--- config.mk ---
export PLATFORM = sky130hd
export DESIGN_NAME = unified_mem_arbiter_flat
export DESIGN_NICKNAME = d
export VERILOG_FILES = /design/src/rtl/unified_mem_arbiter_if.sv /design/src/rtl/unified_mem_arbiter.sv /design/src/flat_wrapper.sv
export SDC_FILE = /design/constraint.sdc
export NUM_CORES = 1
export LEC_CHECK = 0
export ABC_AREA = 1
export BUFFER_PORTS_ARGS = -buffer_cell sky130_fd_sc_hd__clkbuf_2
export CAP_MARGIN = 20
export CORE_MARGIN = 4
export CORE_UTILIZATION = 50
export DETAILED_ROUTE_END_ITERATION = 10
export GPL_ROUTABILITY_DRIVEN = 1
export GPL_TIMING_DRIVEN = 0
export PLACE_DENSITY_LB_ADDON = 0.2
export SETUP_SLACK_MARGIN = 0.1
export SYNTH_ARGS = -nofsm -noshare
export SYNTH_HDL_FRONTEND = slang
export SYNTH_SLANG_ARGS = --single-unit
--- constraint.sdc ---
create_clock -name clk -period 7.1 [get_ports clk]
set_input_delay 0.71 -clock clk [delete_from_list [all_inputs] [get_ports clk]]
set_output_delay 0.71 -clock clk [all_outputs]
set_load 0.01 [all_outputs]
--- src/rtl/unified_mem_arbiter_if.sv ---
// Bundle of the fetch requester, data requester and memory-port signals seen by
// the unified memory arbiter; master is the arbiter side, slave the core/memory side.
interface unified_mem_arbiter_if;
    logic        if_req;
    logic [31:0] if_addr;
    logic [31:0] if_rdata;
    logic        if_ready;

    logic        dm_req;
    logic        dm_we;
    logic [3:0]  dm_be;
    logic [31:0] dm_addr;
    logic [31:0] dm_wdata;
    logic [31:0] dm_rdata;
    logic        dm_ready;

    logic        stall_if;
    logic        stall_mem;

    logic        mem_en;
    logic        mem_we;
    logic [3:0]  mem_be;
    logic [31:0] mem_addr;
    logic [31:0] mem_wdata;
    logic [31:0] mem_rdata;

    modport master (
        input  if_req, if_addr, dm_req, dm_we, dm_be, dm_addr, dm_wdata, mem_rdata,
        output if_rdata, if_ready, dm_rdata, dm_ready, stall_if, stall_mem,
               mem_en, mem_we, mem_be, mem_addr, mem_wdata
    );

    modport slave (
        output if_req, if_addr, dm_req, dm_we, dm_be, dm_addr, dm_wdata, mem_rdata,
        input  if_rdata, if_ready, dm_rdata, dm_ready, stall_if, stall_mem,
               mem_en, mem_we, mem_be, mem_addr, mem_wdata
    );
endinterface

--- src/rtl/unified_mem_arbiter.sv ---
// Shares one fixed-latency memory port between instruction fetch and the data stage,
// alternating after every data access so fetch can never starve.
module unified_mem_arbiter #(
    parameter int unsigned LATENCY = 2
) (
    input  logic                  clk,
    input  logic                  reset,
    unified_mem_arbiter_if.master bus
);
    typedef enum logic [1:0] {
        IDLE = 2'd0,
        BUSY = 2'd1,
        RESP = 2'd2
    } state_t;

    localparam logic [3:0] LAT_CNT = 4'(LATENCY);

    state_t      state_q, state_d;
    logic [3:0]  cnt_q, cnt_d;
    logic        gnt_q, gnt_d;
    logic        fetch_next_q, fetch_next_d;
    logic        cmd_we_q, cmd_we_d;
    logic [3:0]  cmd_be_q, cmd_be_d;
    logic [31:0] cmd_addr_q, cmd_addr_d;
    logic [31:0] cmd_wdata_q, cmd_wdata_d;
    logic [31:0] if_rdata_q, if_rdata_d;
    logic [31:0] dm_rdata_q, dm_rdata_d;

    always_ff @(posedge clk or posedge reset) begin
        if (reset) begin
            state_q      <= IDLE;
            cnt_q        <= 4'd0;
            gnt_q        <= 1'b0;
            fetch_next_q <= 1'b0;
            cmd_we_q     <= 1'b0;
            cmd_be_q     <= 4'd0;
            cmd_addr_q   <= 32'd0;
            cmd_wdata_q  <= 32'd0;
            if_rdata_q   <= 32'd0;
            dm_rdata_q   <= 32'd0;
        end else begin
            state_q      <= state_d;
            cnt_q        <= cnt_d;
            gnt_q        <= gnt_d;
            fetch_next_q <= fetch_next_d;
            cmd_we_q     <= cmd_we_d;
            cmd_be_q     <= cmd_be_d;
            cmd_addr_q   <= cmd_addr_d;
            cmd_wdata_q  <= cmd_wdata_d;
            if_rdata_q   <= if_rdata_d;
            dm_rdata_q   <= dm_rdata_d;
        end
    end

    always_comb begin
        state_d      = state_q;
        cnt_d        = cnt_q;
        gnt_d        = gnt_q;
        fetch_next_d = fetch_next_q;
        cmd_we_d     = cmd_we_q;
        cmd_be_d     = cmd_be_q;
        cmd_addr_d   = cmd_addr_q;
        cmd_wdata_d  = cmd_wdata_q;
        if_rdata_d   = if_rdata_q;
        dm_rdata_d   = dm_rdata_q;
        case (state_q)
            IDLE: begin
                // Data normally wins; the turn passes to fetch right after a data access.
                if (bus.if_req && (fetch_next_q || !bus.dm_req)) begin
                    gnt_d       = 1'b0;
                    cmd_we_d    = 1'b0;
                    cmd_be_d    = 4'hF;
                    cmd_addr_d  = bus.if_addr;
                    cmd_wdata_d = 32'd0;
                    cnt_d       = LAT_CNT;
                    state_d     = BUSY;
                end else if (bus.dm_req) begin
                    gnt_d       = 1'b1;
                    cmd_we_d    = bus.dm_we;
                    cmd_be_d    = bus.dm_we ? bus.dm_be : 4'hF;
                    cmd_addr_d  = bus.dm_addr;
                    cmd_wdata_d = bus.dm_wdata;
                    cnt_d       = LAT_CNT;
                    state_d     = BUSY;
                end
            end
            BUSY: begin
                cnt_d = cnt_q - 4'd1;
                if (cnt_q == 4'd1) begin
                    if (!gnt_q) begin
                        if_rdata_d = bus.mem_rdata;
                    end else if (!cmd_we_q) begin
                        dm_rdata_d = bus.mem_rdata;
                    end
                    state_d = RESP;
                end
            end
            RESP: begin
                fetch_next_d = gnt_q;
                state_d      = IDLE;
            end
            default: state_d = IDLE;
        endcase
    end

    assign bus.mem_en    = (state_q == BUSY);
    assign bus.mem_we    = cmd_we_q;
    assign bus.mem_be    = cmd_be_q;
    assign bus.mem_addr  = cmd_addr_q;
    assign bus.mem_wdata = cmd_wdata_q;

    assign bus.if_ready  = (state_q == RESP) && !gnt_q;
    assign bus.dm_ready  = (state_q == RESP) && gnt_q;
    assign bus.if_rdata  = if_rdata_q;
    assign bus.dm_rdata  = dm_rdata_q;

    assign bus.stall_if  = bus.if_req & ~bus.if_ready;
    assign bus.stall_mem = bus.dm_req & ~bus.dm_ready;
endmodule

--- src/flat_wrapper.sv ---
// flat-port wrapper written by rule: the top's interface ports become plain ports
module unified_mem_arbiter_flat 
#(
    parameter int unsigned LATENCY = 2
)
  (clk, reset, bus_if_req, bus_if_addr, bus_dm_req, bus_dm_we, bus_dm_be, bus_dm_addr, bus_dm_wdata, bus_mem_rdata, bus_if_rdata, bus_if_ready, bus_dm_rdata, bus_dm_ready, bus_stall_if, bus_stall_mem, bus_mem_en, bus_mem_we, bus_mem_be, bus_mem_addr, bus_mem_wdata);
  unified_mem_arbiter_if bus_i ();
  input  logic clk;
  input  logic reset;
  input wire logic [$bits(bus_i.if_req)-1:0] bus_if_req;
  input wire logic [$bits(bus_i.if_addr)-1:0] bus_if_addr;
  input wire logic [$bits(bus_i.dm_req)-1:0] bus_dm_req;
  input wire logic [$bits(bus_i.dm_we)-1:0] bus_dm_we;
  input wire logic [$bits(bus_i.dm_be)-1:0] bus_dm_be;
  input wire logic [$bits(bus_i.dm_addr)-1:0] bus_dm_addr;
  input wire logic [$bits(bus_i.dm_wdata)-1:0] bus_dm_wdata;
  input wire logic [$bits(bus_i.mem_rdata)-1:0] bus_mem_rdata;
  output wire logic [$bits(bus_i.if_rdata)-1:0] bus_if_rdata;
  output wire logic [$bits(bus_i.if_ready)-1:0] bus_if_ready;
  output wire logic [$bits(bus_i.dm_rdata)-1:0] bus_dm_rdata;
  output wire logic [$bits(bus_i.dm_ready)-1:0] bus_dm_ready;
  output wire logic [$bits(bus_i.stall_if)-1:0] bus_stall_if;
  output wire logic [$bits(bus_i.stall_mem)-1:0] bus_stall_mem;
  output wire logic [$bits(bus_i.mem_en)-1:0] bus_mem_en;
  output wire logic [$bits(bus_i.mem_we)-1:0] bus_mem_we;
  output wire logic [$bits(bus_i.mem_be)-1:0] bus_mem_be;
  output wire logic [$bits(bus_i.mem_addr)-1:0] bus_mem_addr;
  output wire logic [$bits(bus_i.mem_wdata)-1:0] bus_mem_wdata;
  assign bus_i.if_req = bus_if_req;
  assign bus_i.if_addr = bus_if_addr;
  assign bus_i.dm_req = bus_dm_req;
  assign bus_i.dm_we = bus_dm_we;
  assign bus_i.dm_be = bus_dm_be;
  assign bus_i.dm_addr = bus_dm_addr;
  assign bus_i.dm_wdata = bus_dm_wdata;
  assign bus_i.mem_rdata = bus_mem_rdata;
  assign bus_if_rdata = bus_i.if_rdata;
  assign bus_if_ready = bus_i.if_ready;
  assign bus_dm_rdata = bus_i.dm_rdata;
  assign bus_dm_ready = bus_i.dm_ready;
  assign bus_stall_if = bus_i.stall_if;
  assign bus_stall_mem = bus_i.stall_mem;
  assign bus_mem_en = bus_i.mem_en;
  assign bus_mem_we = bus_i.mem_we;
  assign bus_mem_be = bus_i.mem_be;
  assign bus_mem_addr = bus_i.mem_addr;
  assign bus_mem_wdata = bus_i.mem_wdata;
  unified_mem_arbiter #(.LATENCY(LATENCY)) u_core (.clk(clk), .reset(reset), .bus(bus_i));
endmodule
==> results.txt <==
The worst setup path is of the in -> out kind. The wire length of the first global-routing pass is 25.5 mm. The width of the die is 117 µm. The summed instance area of the synthesized netlist came out at 5960 µm². Power spread over the standard cell area amounts to 452 nW/µm². The kind of launch point of the worst setup path is an input pin. The flow ran to the end, and the final reports show no timing, DRC or antenna violations. Leaving out filler cells and counting taps, the final layout contains 1163. The number of buffers inserted during clock tree synthesis is 17. The logic depth of the worst register-to-register path came out at 7. The clock tree from TritonCTS is built. The placed cell count is 1131. The floorplan core area came out at 11600 µm². After synthesis, flip-flops and latches occupy 59.2% of the total area. The required time reported for the critical path endpoint is 6.39 ns. The area taken by multi-input logic gates came out at 2030 µm². Clock-pin slew was measured on the worst setup and hold paths at 0.06 ns. The post-route minimum period is 2.39 ns.

Each instance of the synthesized netlist takes up on average 8.35 µm². The count of fill cells added during filler insertion came out at 988. The number of clock sinks came out at 141. The final critical path takes up 33.7% of the cycle. The most critical setup path has its endpoint at bus_stall_if. The routed via count came out at 5606. The via density per instance is 4.82. The number of rows created at floorplan came out at 39. Yosys mapped the design onto 23 distinct sky130hd cell types. The maximum clock frequency is 418 MHz. The count of boundary I/O pins came out at 275.

The setup TNS is 0 ns. Relative to the synthesized area, the layout overhead comes to 36.1%. The number of buffers inserted by post-CTS setup repair is 0. The sequential standard cell area is 3530 µm². The maximum ir drop on the vdd rail came out at 314 µV.

Of all nets on the critical path, the largest fanout is 10. The vertical extent of the die is 117 µm. Synthesis handed over a netlist of 714 instances. The final hold violation count is 0. After detailed routing, the average wire length per cell comes to 14.0 µm.

The endpoint of the worst-slack reg-to-reg timing path is u_core.bus.if_rdata[19]. Summed over all nets, the half-perimeter wirelength after detailed placement is 12.4 mm. The setup slack after placement is 4.72 ns. Leaving out fill and tap cells, the most frequent cell in the layout is sky130_fd_sc_hd__nand2_1.

The number of global-route vias before repair came out at 5263. The hold buffer count at cts is 0. In the final design database the tool counted 1146 nets. The synthesis-stage register bit count came out at 141.

After synthesis, the cell types taking the most area are sky130_fd_sc_hd__dfrtp_1 59%, sky130_fd_sc_hd__nand2_1 22%, sky130_fd_sc_hd__o21ai_0 5.3%. After detailed routing, the number of remaining DRC violations is 0. The CTS H-tree depth is 4.

The slew at the pin closest to its max-slew limit is 0.657 ns. The overall global routing resource usage came out at 24.0%. The area of the die is 13700 µm².

The detail route stage leaves a number of antenna-violating nets equal to 0. The worst register-to-register path begins at u_core.cnt_q[1]. The later pin in the worst-skew pair is clocked with a latency of 0.41 ns. STA classifies the critical path endpoint as an output pin. The repair_antennas step left the layout with diodes totalling 0. The largest total area in the synthesized netlist belongs to sky130_fd_sc_hd__dfrtp_1. CTS placed an instance of sky130_fd_sc_hd__clkbuf_16 at the clock tree root. The number of gates given a new drive strength after cts came out at 0. The sum of overflow across all layers after global routing is 0.

At the end of routability-driven placement, the weighted congestion stood at 0.911. The synthesized design devotes to its leading area cell type 59.2% of total area. The worst max-slew margin expressed relative to the limit came out at 56.2%. The initial antenna violation count is 0. Setup repair after global routing left no endpoint under its margin. The maximum number of pins on one net before global-route repair came out at 76.

The worst setup path startpoint is bus_if_req. The number of search-and-repair iterations in the first detailed-routing pass is 6. The count of pins over their slew limit was 0.

The initial detailed-routing violation count came out at 353. The final layout contains routed wiring with a total length of 16.3 mm. Once the floorplan was initialized, standard cells occupied 51.5% of the core. Counting every net in the synthesized netlist gives 853. The leakage dissipation is 4.88 nW. Setup violations remaining at the end of the flow were counted as 0.

The final setup slack of the worst path came out at 4.71 ns. The maximum clock insertion buffer count came out at 2. During placement, the flow inserted port buffers numbering 273. The worst reg-to-reg setup slack is 5.48 ns. The min-delay analysis places its worst path in the category in -> async. Max-cap violations in this run came to 0.

The arrival time at the worst endpoint came out at 1.68 ns. Leaving out fill and tap cells, the most frequent cells in the layout are 357 x sky130_fd_sc_hd__nand2_1, 276 x sky130_fd_sc_hd__clkbuf_2, 141 x sky130_fd_sc_hd__dfrtp_1, 63 x sky130_fd_sc_hd__o21ai_0, 46 x sky130_fd_sc_hd__inv_1. The ratio of cells with drive above 1 in the final layout is 33.8%.

The Yosys warning count came out at 0. For the final database, setup skew stands at 0.00736 ns.
==> per-stage QoR <==
stage                     power (mW)  cell area (µm²)  hold slack, ns  util, %
after floorplan                 2.20             5960           0.442        -
after global placement          2.80             7510           0.453     64.9
after detailed placement        2.85             7540           0.460     65.2
after CTS                       3.71             8110           0.429     70.2
after global routing            3.96             8110           0.466     70.2
final                           3.67             8110           0.417     70.2
==> Yosys cell counts (all sizes together) <==
| cell type | number |
|---|---|
| a21oi | 2 |
| nand2 | 363 |
| o21ai | 67 |
| buf | 25 |
| nand4 | 1 |
| inv | 50 |
| nor2 | 10 |
| ha | 2 |
| clkbuf | 11 |
| nor3 | 1 |
| nand3 | 41 |
| dfrtp | 141 |
==> cells by family after synthesis <==
family	after synthesis	share of synthesized area, %
compound gates	69	5.86
fa+ha+maj	2	0.420
buf+inv	86	6.78
flops	141	59.2
simple gates	416	27.7
==> cell type report <==
class / count / area share [%]
Tap cell: 143 / 2.21
Clock buffer: 18 / 5.29
Timing Repair Buffer: 274 / 17.2
Multi-Input combinational cell: 487 / 25.0
Clock inverter: 14 / 1.80
Inverter: 50 / 2.37
Sequential cell: 141 / 43.5
Buffer: 36 / 2.67
==> metal layers <==
| layer | track usage [%] | share of wire, % |
|---|---|---|
| met1 | 29.5 | 41 |
| met5 | 0 | 0 |
| met2 | 38.8 | 48 |
| met3 | 8.43 | 8.1 |
| met4 | 9.63 | 2.9 |
==> where the power goes <==
| group | total [mW] | internal, mW | switching (mW) | leakage, nW |
|---|---|---|---|---|
| clock | 0.851 | 0.517 | 0.334 | 0.276 |
| sequential | 1.43 | 1.20 | 0.222 | 1.72 |
| combinational | 1.39 | 0.549 | 0.844 | 2.88 |
==> sequential cells by signal (all words and copies together) (netlist names) <==
| name | count |
|---|---|
| u_core.gnt_q | 1 |
| u_core.bus.mem_we | 1 |
| u_core.state_q | 2 |
| u_core.bus.dm_rdata | 32 |
| u_core.fetch_next_q | 1 |
| u_core.bus.mem_be | 4 |
| u_core.bus.if_rdata | 32 |
| u_core.bus.mem_addr | 32 |
| u_core.cnt_q | 4 |
| u_core.bus.mem_wdata | 32 |
==> worst min path at each step <==
stage	start	to	slack (ns)	depth (start not counted)
after floorplan	u_core.cnt_q[1]	u_core.cnt_q[1]	0.44	2
after detailed placement	u_core.bus.mem_be[3]	u_core.bus.mem_be[3]	0.46	2
after global placement	u_core.bus.mem_be[2]	u_core.bus.mem_be[2]	0.45	2
after global routing	reset	u_core.bus.mem_wdata[23]	0.47	2
after CTS	reset	u_core.bus.mem_wdata[21]	0.43	2
final	reset	u_core.bus.mem_wdata[21]	0.42	2
==> critical path: stages <==
cell                       delay (ns)
sky130_fd_sc_hd__buf_2           0.19
sky130_fd_sc_hd__buf_1           0.40
sky130_fd_sc_hd__o21ai_0         0.16
sky130_fd_sc_hd__inv_1           0.09
sky130_fd_sc_hd__clkbuf_2        0.13
(Power assumes the default switching activity.)
